**src/rtl/stage_sequencer_pkg.sv**
```systemverilog
// Shared types for the multicycle stage sequencer:
// state encodings, stage-enable bundle and its decoder.
package stage_sequencer_pkg;

  typedef enum logic [2:0] {
    ST_IDLE      = 3'd0,
    ST_FETCH     = 3'd1,
    ST_DECODE    = 3'd2,
    ST_EXECUTE   = 3'd3,
    ST_MEMACCESS = 3'd4,
    ST_WRITEBACK = 3'd5,
    ST_ERROR     = 3'd6
  } state_e;

  typedef struct packed {
    logic fetch;
    logic decode;
    logic execute;
    logic memaccess;
    logic writeback;
  } stage_en_t;

  function automatic stage_en_t stage_enables(
    input state_e s
  );
    stage_en_t e;
    e = '0;
    case (s)
      ST_FETCH:     e.fetch     = 1'b1;
      ST_DECODE:    e.decode    = 1'b1;
      ST_EXECUTE:   e.execute   = 1'b1;
      ST_MEMACCESS: e.memaccess = 1'b1;
      ST_WRITEBACK: e.writeback = 1'b1;
      default:      e = '0;
    endcase
    return e;
  endfunction

endpackage

```
**src/rtl/stage_sequencer_wait_timer.sv**
```systemverilog
// Wait-state counter for memory handshakes.
// Flags expiry once LIMIT stall cycles have been seen.
module wait_timer #(
  parameter int unsigned W     = 8,
  parameter int unsigned LIMIT = 16
) (
  input  logic clk_i,
  input  logic rst_ni,
  input  logic clear_i,
  input  logic count_i,
  output logic expired_o
);

  localparam logic [W-1:0] LAST =
    W'(LIMIT == 0 ? 0 : LIMIT - 1);

  logic [W-1:0] cnt_q;
  logic [W-1:0] cnt_d;

  always_comb begin
    cnt_d = cnt_q;
    if (clear_i) begin
      cnt_d = '0;
    end else if (count_i) begin
      cnt_d = cnt_q + W'(1);
    end
  end

  always_ff @(posedge clk_i) begin
    if (!rst_ni) begin
      cnt_q <= '0;
    end else begin
      cnt_q <= cnt_d;
    end
  end

  assign expired_o = (LIMIT != 0) && (cnt_q == LAST);

endmodule

```
**src/rtl/stage_sequencer.sv**
```systemverilog
// Multicycle stage sequencer: one-hot stage enables with
// wait states, stage skipping, halt control and bus timeout.
module stage_sequencer
  import stage_sequencer_pkg::*;
#(
  parameter int unsigned SKIP_EN = 1,
  parameter int unsigned TIMEOUT = 16,
  parameter int unsigned TMO_W   = 8,
  parameter int unsigned CNT_W   = 32
) (
  input  logic             clock,
  input  logic             reset,
  input  logic             run,
  input  logic             halt_req,
  input  logic             im_ready,
  input  logic             dm_ready,
  input  logic             is_mem_op,
  input  logic             is_reg_write,
  output logic             enable_fetch,
  output logic             enable_decode,
  output logic             enable_execute,
  output logic             enable_memaccess,
  output logic             enable_writeback,
  output logic             stall,
  output logic             retired,
  output logic [CNT_W-1:0] retired_count,
  output logic             bus_error
);

  localparam bit SKIP = (SKIP_EN != 0);

  state_e           state_q;
  state_e           state_d;
  logic             mem_q;
  logic             mem_d;
  logic             wr_q;
  logic             wr_d;
  logic [CNT_W-1:0] cnt_q;
  logic             retire_c;
  logic             stall_c;
  logic             tmr_clr;
  logic             tmr_exp;
  stage_en_t        en_s;

  always_comb begin
    state_d  = state_q;
    mem_d    = mem_q;
    wr_d     = wr_q;
    retire_c = 1'b0;
    stall_c  = 1'b0;
    unique case (state_q)
      ST_IDLE: begin
        if (run && !halt_req) begin
          state_d = ST_FETCH;
        end
      end
      ST_FETCH: begin
        if (im_ready) begin
          state_d = ST_DECODE;
        end else begin
          stall_c = 1'b1;
          if (tmr_exp) begin
            state_d = ST_ERROR;
          end
        end
      end
      ST_DECODE: begin
        mem_d   = is_mem_op;
        wr_d    = is_reg_write;
        state_d = ST_EXECUTE;
      end
      ST_EXECUTE: begin
        if (mem_q || !SKIP) begin
          state_d = ST_MEMACCESS;
        end else if (wr_q) begin
          state_d = ST_WRITEBACK;
        end else begin
          retire_c = 1'b1;
        end
      end
      ST_MEMACCESS: begin
        if (mem_q && !dm_ready) begin
          stall_c = 1'b1;
          if (tmr_exp) begin
            state_d = ST_ERROR;
          end
        end else if (wr_q || !SKIP) begin
          state_d = ST_WRITEBACK;
        end else begin
          retire_c = 1'b1;
        end
      end
      ST_WRITEBACK: begin
        retire_c = 1'b1;
      end
      ST_ERROR: begin
        state_d = ST_ERROR;
      end
      default: begin
        state_d = ST_IDLE;
      end
    endcase
    // halt is only honoured at an instruction boundary
    if (retire_c) begin
      state_d = halt_req ? ST_IDLE : ST_FETCH;
    end
  end

  always_ff @(posedge clock) begin
    if (!reset) begin
      state_q <= ST_IDLE;
      mem_q   <= 1'b0;
      wr_q    <= 1'b0;
      cnt_q   <= '0;
    end else begin
      state_q <= state_d;
      mem_q   <= mem_d;
      wr_q    <= wr_d;
      if (retire_c) begin
        cnt_q <= cnt_q + CNT_W'(1);
      end
    end
  end

  assign tmr_clr = (state_d != state_q);

  wait_timer #(
    .W     (TMO_W),
    .LIMIT (TIMEOUT)
  ) u_wait_timer (
    .clk_i     (clock),
    .rst_ni    (reset),
    .clear_i   (tmr_clr),
    .count_i   (stall_c),
    .expired_o (tmr_exp)
  );

  assign en_s             = stage_enables(state_q);
  assign enable_fetch     = en_s.fetch;
  assign enable_decode    = en_s.decode;
  assign enable_execute   = en_s.execute;
  assign enable_memaccess = en_s.memaccess;
  assign enable_writeback = en_s.writeback;

  // an instruction aborted by reset never reports retirement
  assign retired       = retire_c & reset;
  assign stall         = stall_c;
  assign retired_count = cnt_q;
  assign bus_error     = (state_q == ST_ERROR);

endmodule

```
**config.mk**
```make
export PLATFORM = sky130hd
export DESIGN_NAME = stage_sequencer
export DESIGN_NICKNAME = d
export VERILOG_FILES = /design/src/rtl/stage_sequencer_pkg.sv /design/src/rtl/stage_sequencer_wait_timer.sv /design/src/rtl/stage_sequencer.sv
export SDC_FILE = /design/constraint.sdc
export NUM_CORES = 1
export LEC_CHECK = 0
export ABC_AREA = 0
export CAP_MARGIN = 5
export CORE_MARGIN = 3
export CORE_UTILIZATION = 27
export DETAILED_ROUTE_END_ITERATION = 8
export PLACE_DENSITY = 0.53
export SLEW_MARGIN = 40
export SYNTH_ARGS = -nofsm -noshare
export SYNTH_HDL_FRONTEND = slang
export SYNTH_SLANG_ARGS = --single-unit
```
**constraint.sdc**
```tcl
create_clock -name clock -period 6.7 [get_ports clock]
set_input_delay 1.675 -clock clock [delete_from_list [all_inputs] [get_ports clock]]
set_output_delay 1.675 -clock clock [all_outputs]
set_load 0.1 [all_outputs]
```
Word-level counts from Yosys, hierarchy flattened. Cells that the tools add are included.

Bits in registers: 45. Input bits: 8.

Add/sub/neg operators: 2. Bitwise logic cells: 2. Eq/ne operators: 8. Multiplexer cells: 21. Reductions and logical operators: 6.

Operators with widths (count): $add A32 B1 Y32 const B (1); $mux W3 (7); $pmux W3 S7 (1); $mux W1 (11); $eq A3 B3 Y1 const B (3); $add A8 B1 Y8 const B (1); $eq A8 B4 Y1 const B (1); $eq A3 B2 Y1 const B (2); $eq A3 B1 Y1 const B (1); $logic_not A3 Y1 (1); $ne A3 B3 Y1 (1); $pmux W1 S3 (1); $logic_and A1 B1 Y1 (2); $logic_not A1 Y1 (2); $pmux W1 S2 (1); $reduce_or A2 Y1 (1); $and A1 B1 Y1 (1); $not A1 Y1 (1).

Depth between registers and ports, before layout.
Word-level depth: 7. Depth in mapped cells: 8. Mapped depth without buffers: 6.

Hierarchy. Synthesis repeated with hierarchy kept, for this count alone.

Cell total of the unflattened synthesis: 298. Area total of the unflattened synthesis: 2404.8 um^2.

By module, submodules not included: stage_sequencer (area each 2044.5 um^2, cells an instance 258, instances 1, seq. area each 740.7 um^2); wait_timer (area each 360.3 um^2, cells an instance 40, instances 1, seq. area each 160.2 um^2).

Worst setup path before layout. No wires, ideal clock.

Path kind: in2out. From: input port im_ready. To: output port stall. Stages on the path: 3. Path slack: 1.227 ns. Buffers on the path: 1. Data arrival time: 3.798 ns. Cells stage by stage: or3b_1 buf_2 a21oi_1.

Cells in the longest elaborated chain, start to end: 2.

Ends and longest elaborated chain: start: declaration (RTL line stage_sequencer.sv:15) `input logic im_ready,`; $mux W1 (RTL line stage_sequencer.sv:58) `if (im_ready) begin`; $pmux W1 S2 (RTL line stage_sequencer.sv:51) `unique case (state_q)`; end: declaration (RTL line stage_sequencer.sv:24) `output logic stall,`.

Every way passes these cells.

Final worst setup path.
From: input port dm_ready. To: output port retired.

Cells in the longest elaborated chain, start to end: 5.

Ends and longest elaborated chain: start: declaration (RTL line stage_sequencer.sv:16) `input logic dm_ready,`; $logic_not A1 Y1 (RTL line stage_sequencer.sv:82) `if (mem_q && !dm_ready) begin`; $logic_and A1 B1 Y1 (RTL line stage_sequencer.sv:82); $mux W1 (RTL line stage_sequencer.sv:82); $pmux W1 S3 (RTL line stage_sequencer.sv:51); $and A1 B1 Y1 (RTL line stage_sequencer.sv:146) `assign retired = retire_c & reset;`; end: declaration (RTL line stage_sequencer.sv:25) `output logic retired,`.

Every way passes these cells.

==> run summary <==
status: finished clean
antenna violations before repair: 0
Arr. time, crit path: 3.45 ns
yosys warns: 0
Total Routed Length: 6.16 mm
Ant. Diodes: 0
Crit Path Class: in2out
Slew @ Worst Pin: 0.773 ns
CP cell instances: clkdlybuf4s50_1 -> and4bb_1 -> a221oi_2 -> buf_4 -> nand2_1 -> and2_1 -> buf_4
Congestion Overflow GR: 0
Ports: 48
Post-Syn Nets: 303
number of synthesized flops with an enable pin: 0
via density per instance: 4.92
dpl hpwl: 4.49 mm
hold crit path type: reg2reg
hold depth: 2
post-synth cell types: 54
Top delay family on crit path: buffers and inverters
Buf/Inv on CP: 3
drc violations: 0
post-route setup TNS: 0 ns
cts hold-fix bufs: 0
# fillers: 971
post-route ant nets: 0
minimum clock period: 5.13 ns
Vias: 2268
Gate Count Post-Synth: 293
CP Max Fanout: 19
CP startpoint: dm_ready
routability cong.: 0.791
clk_lat worst skew: 0.30 ns
internal power: 397 uW
hold_ws: 0.483 ns
instance count on the critical path: 7
Slowest-stage cell, CP: clkdlybuf4s50_1
gr usage total: 12.0%
Final Hold Viols: 0
Bufs on Longest Clock Path: 2
core area: 8980 sq um
relative slew slack: 48.4%
multi-input logic area: 1570 sq um
H-Tree Depth: 2
Synth-to-Final Area Change: 19.6%
CTS Buf Count: 5
Leakage: 0.00122 uW
largest net degree at the start of global routing: 40
DR WL/cell: 13.4 um
clock share of power: 39.8%
storage element area: 901 sq um
cell with the most instances after synthesis: dfxtp_1
clk sink count: 45
initial cell density of the core: 28.5%
post_cts resized: 0
Sequential Power Share: 51.7%
standard-cell row count: 34
Worst setup EP type: output pin
cell taking the most area after synthesis: dfxtp_1
Async SR Flop Fraction: 0%
final-report max-slew violation count: 0
Worst R2R Setup Slack: 4.01 ns
endpoints failing setup: 0
Root Buffer: clkbuf_8
Main synth FF type: dfxtp_1
CP required: 5.03 ns
Max Freq: 195 MHz
CTS tree: built
most frequent cells after synthesis: 45 x dfxtp_1, 28 x nand2_1, 21 x and2_1, 21 x xor2_1, 15 x nor2_1
period utilisation layout: 76.5%
top post-synthesis cells by area: dfxtp_1 35%, xor2_1 7.2%, and2_1 5.1%
sequential share of the synthesized area: 35.2%
die span in y: 103 um
part of the power in combinational logic: 8.6%
Setup Fix Bufs, Post-CTS: 0
final clock skew: 0.0110 ns
P_sw: 136 uW
share of cells above drive strength 1: 18.8%
r2r worst-path depth: 6
Avg Cell Area, Syn: 8.74 sq um
Synth Register Bits: 45
mapped cell area: 2560 sq um
Die Width: 103 um
die footprint: 10700 sq um
hold path start: retired_count[31]
vias in the first global route: 2087
worst vdd ir: 75.9 uV
FF-to-FF Start: state_q[1]
pwr/cell area: 174 nW/um^2
clk slew on worst S/H paths: 0.10 ns
startpoint types: input pin
RR Endpoint: retired_count[29]
RSZ-0062 raised after global routing: false
Most Frequent Cell on Critical Path: buf_4
first-pass GRT wire length: 10.3 mm
Max Cap Viol: 0
Net Sw Frac: 25.5%
Port Buf Inserts: 47
starting DRC count in detailed routing: 159
final net count: 344
Worst Setup EP: retired
slowest stage delay, CP: 0.44 ns
Synth top area share: 35.2%
1st-pass router iterations: 4
==> power groups by stage <==
stage	clock network, uW	registers (uW)	logic [uW]
6_report	212	275	45.5
4_1_cts	220	275	46.1
2_1_floorplan	0	277	37.7
3_3_place_gp	0	281	47.0
3_5_place_dp	0	281	46.0
5_1_grt	229	276	49.3
==> state kept, by name, summed over array words and instances (netlist names) <==
signal,flops
mem_q,1
retired_count,32
state_q,3
u_wait_timer.cnt_q,8
wr_q,1
==> per-layer routing <==
layer	part of all wire, %	global-route usage (%)	wire length (um)
met1	49	16.7	3020
met2	45	18.4	2770
met3	4.8	2.68	293
met4	1.3	3.88	82
met5	0	0	0
==> layout by cell type (no fill, tap or decap), drive strengths merged, types with 2 or more instances in the layout <==
cell / instances
and3: 3
nor4: 2
nor2: 15
clkdlybuf4s50: 7
o211ai: 3
a211oi: 11
o2111ai: 3
a21oi: 3
nor4b: 2
nand3: 14
or3: 6
o21ai: 9
nand2: 28
inv: 8
nor3: 4
or4: 2
nor2b: 5
buf: 42
nor3b: 3
and4: 3
and2: 21
o21a: 4
o31ai: 2
a221oi: 3
a2111oi: 13
clkbuf: 5
mux2i: 4
xor2: 21
xnor2: 8
nand4: 6
a21boi: 9
nand2b: 5
dfxtp: 45
ha: 2
==> area by class of cell <==
type	instances	area share, %
multi-input combinational	225	51.2
sequential	45	29.4
timing repair buffer	49	9.48
tap	126	5.15
clock buffer	5	2.25
clock inverter	3	1.51
inverter	8	0.980
==> cell families after synthesis <==
kind of cell	synth area share, %
AND/OR/NAND/NOR	27.8
AO/OA/AOI/OAI	20.6
flip-flops	35.2
XOR/XNOR	9.92
buffers and inverters	3.52
multiplexers	2.00
adder cells (fa/ha/maj)	0.977
==> worst min-delay path by stage <==
stage,slack [ns],to
global route,0.52,retired_count[23]
CTS,0.48,retired_count[31]
global placement,0.46,retired_count[31]
finish,0.48,retired_count[31]
detailed placement,0.47,retired_count[31]
floorplan,0.49,u_wait_timer.cnt_q[7]
==> stage by stage <==
step | power, uW | worst slack [ns] | std cells | util [%] | instance area [sq um]
after CTS | 541 | 1.54 | 461 | 34.1 | 3060
after detailed placement | 327 | 1.57 | 453 | 32.8 | 2950
after floorplan | 315 | 1.23 | 293 | - | 2560
final | 532 | 1.57 | 461 | 34.1 | 3060
after global routing | 554 | 1.43 | 461 | 34.1 | 3060
after global placement | 328 | 1.61 | 453 | 35.0 | 3140
==> tightest hold or removal path, cell delays in order (launching register included) <==
cell and delay (ns):
dfxtp_1 0.34, nand2_1 0.06, mux2i_1 0.05
Power figures use the tool's default switching activity.
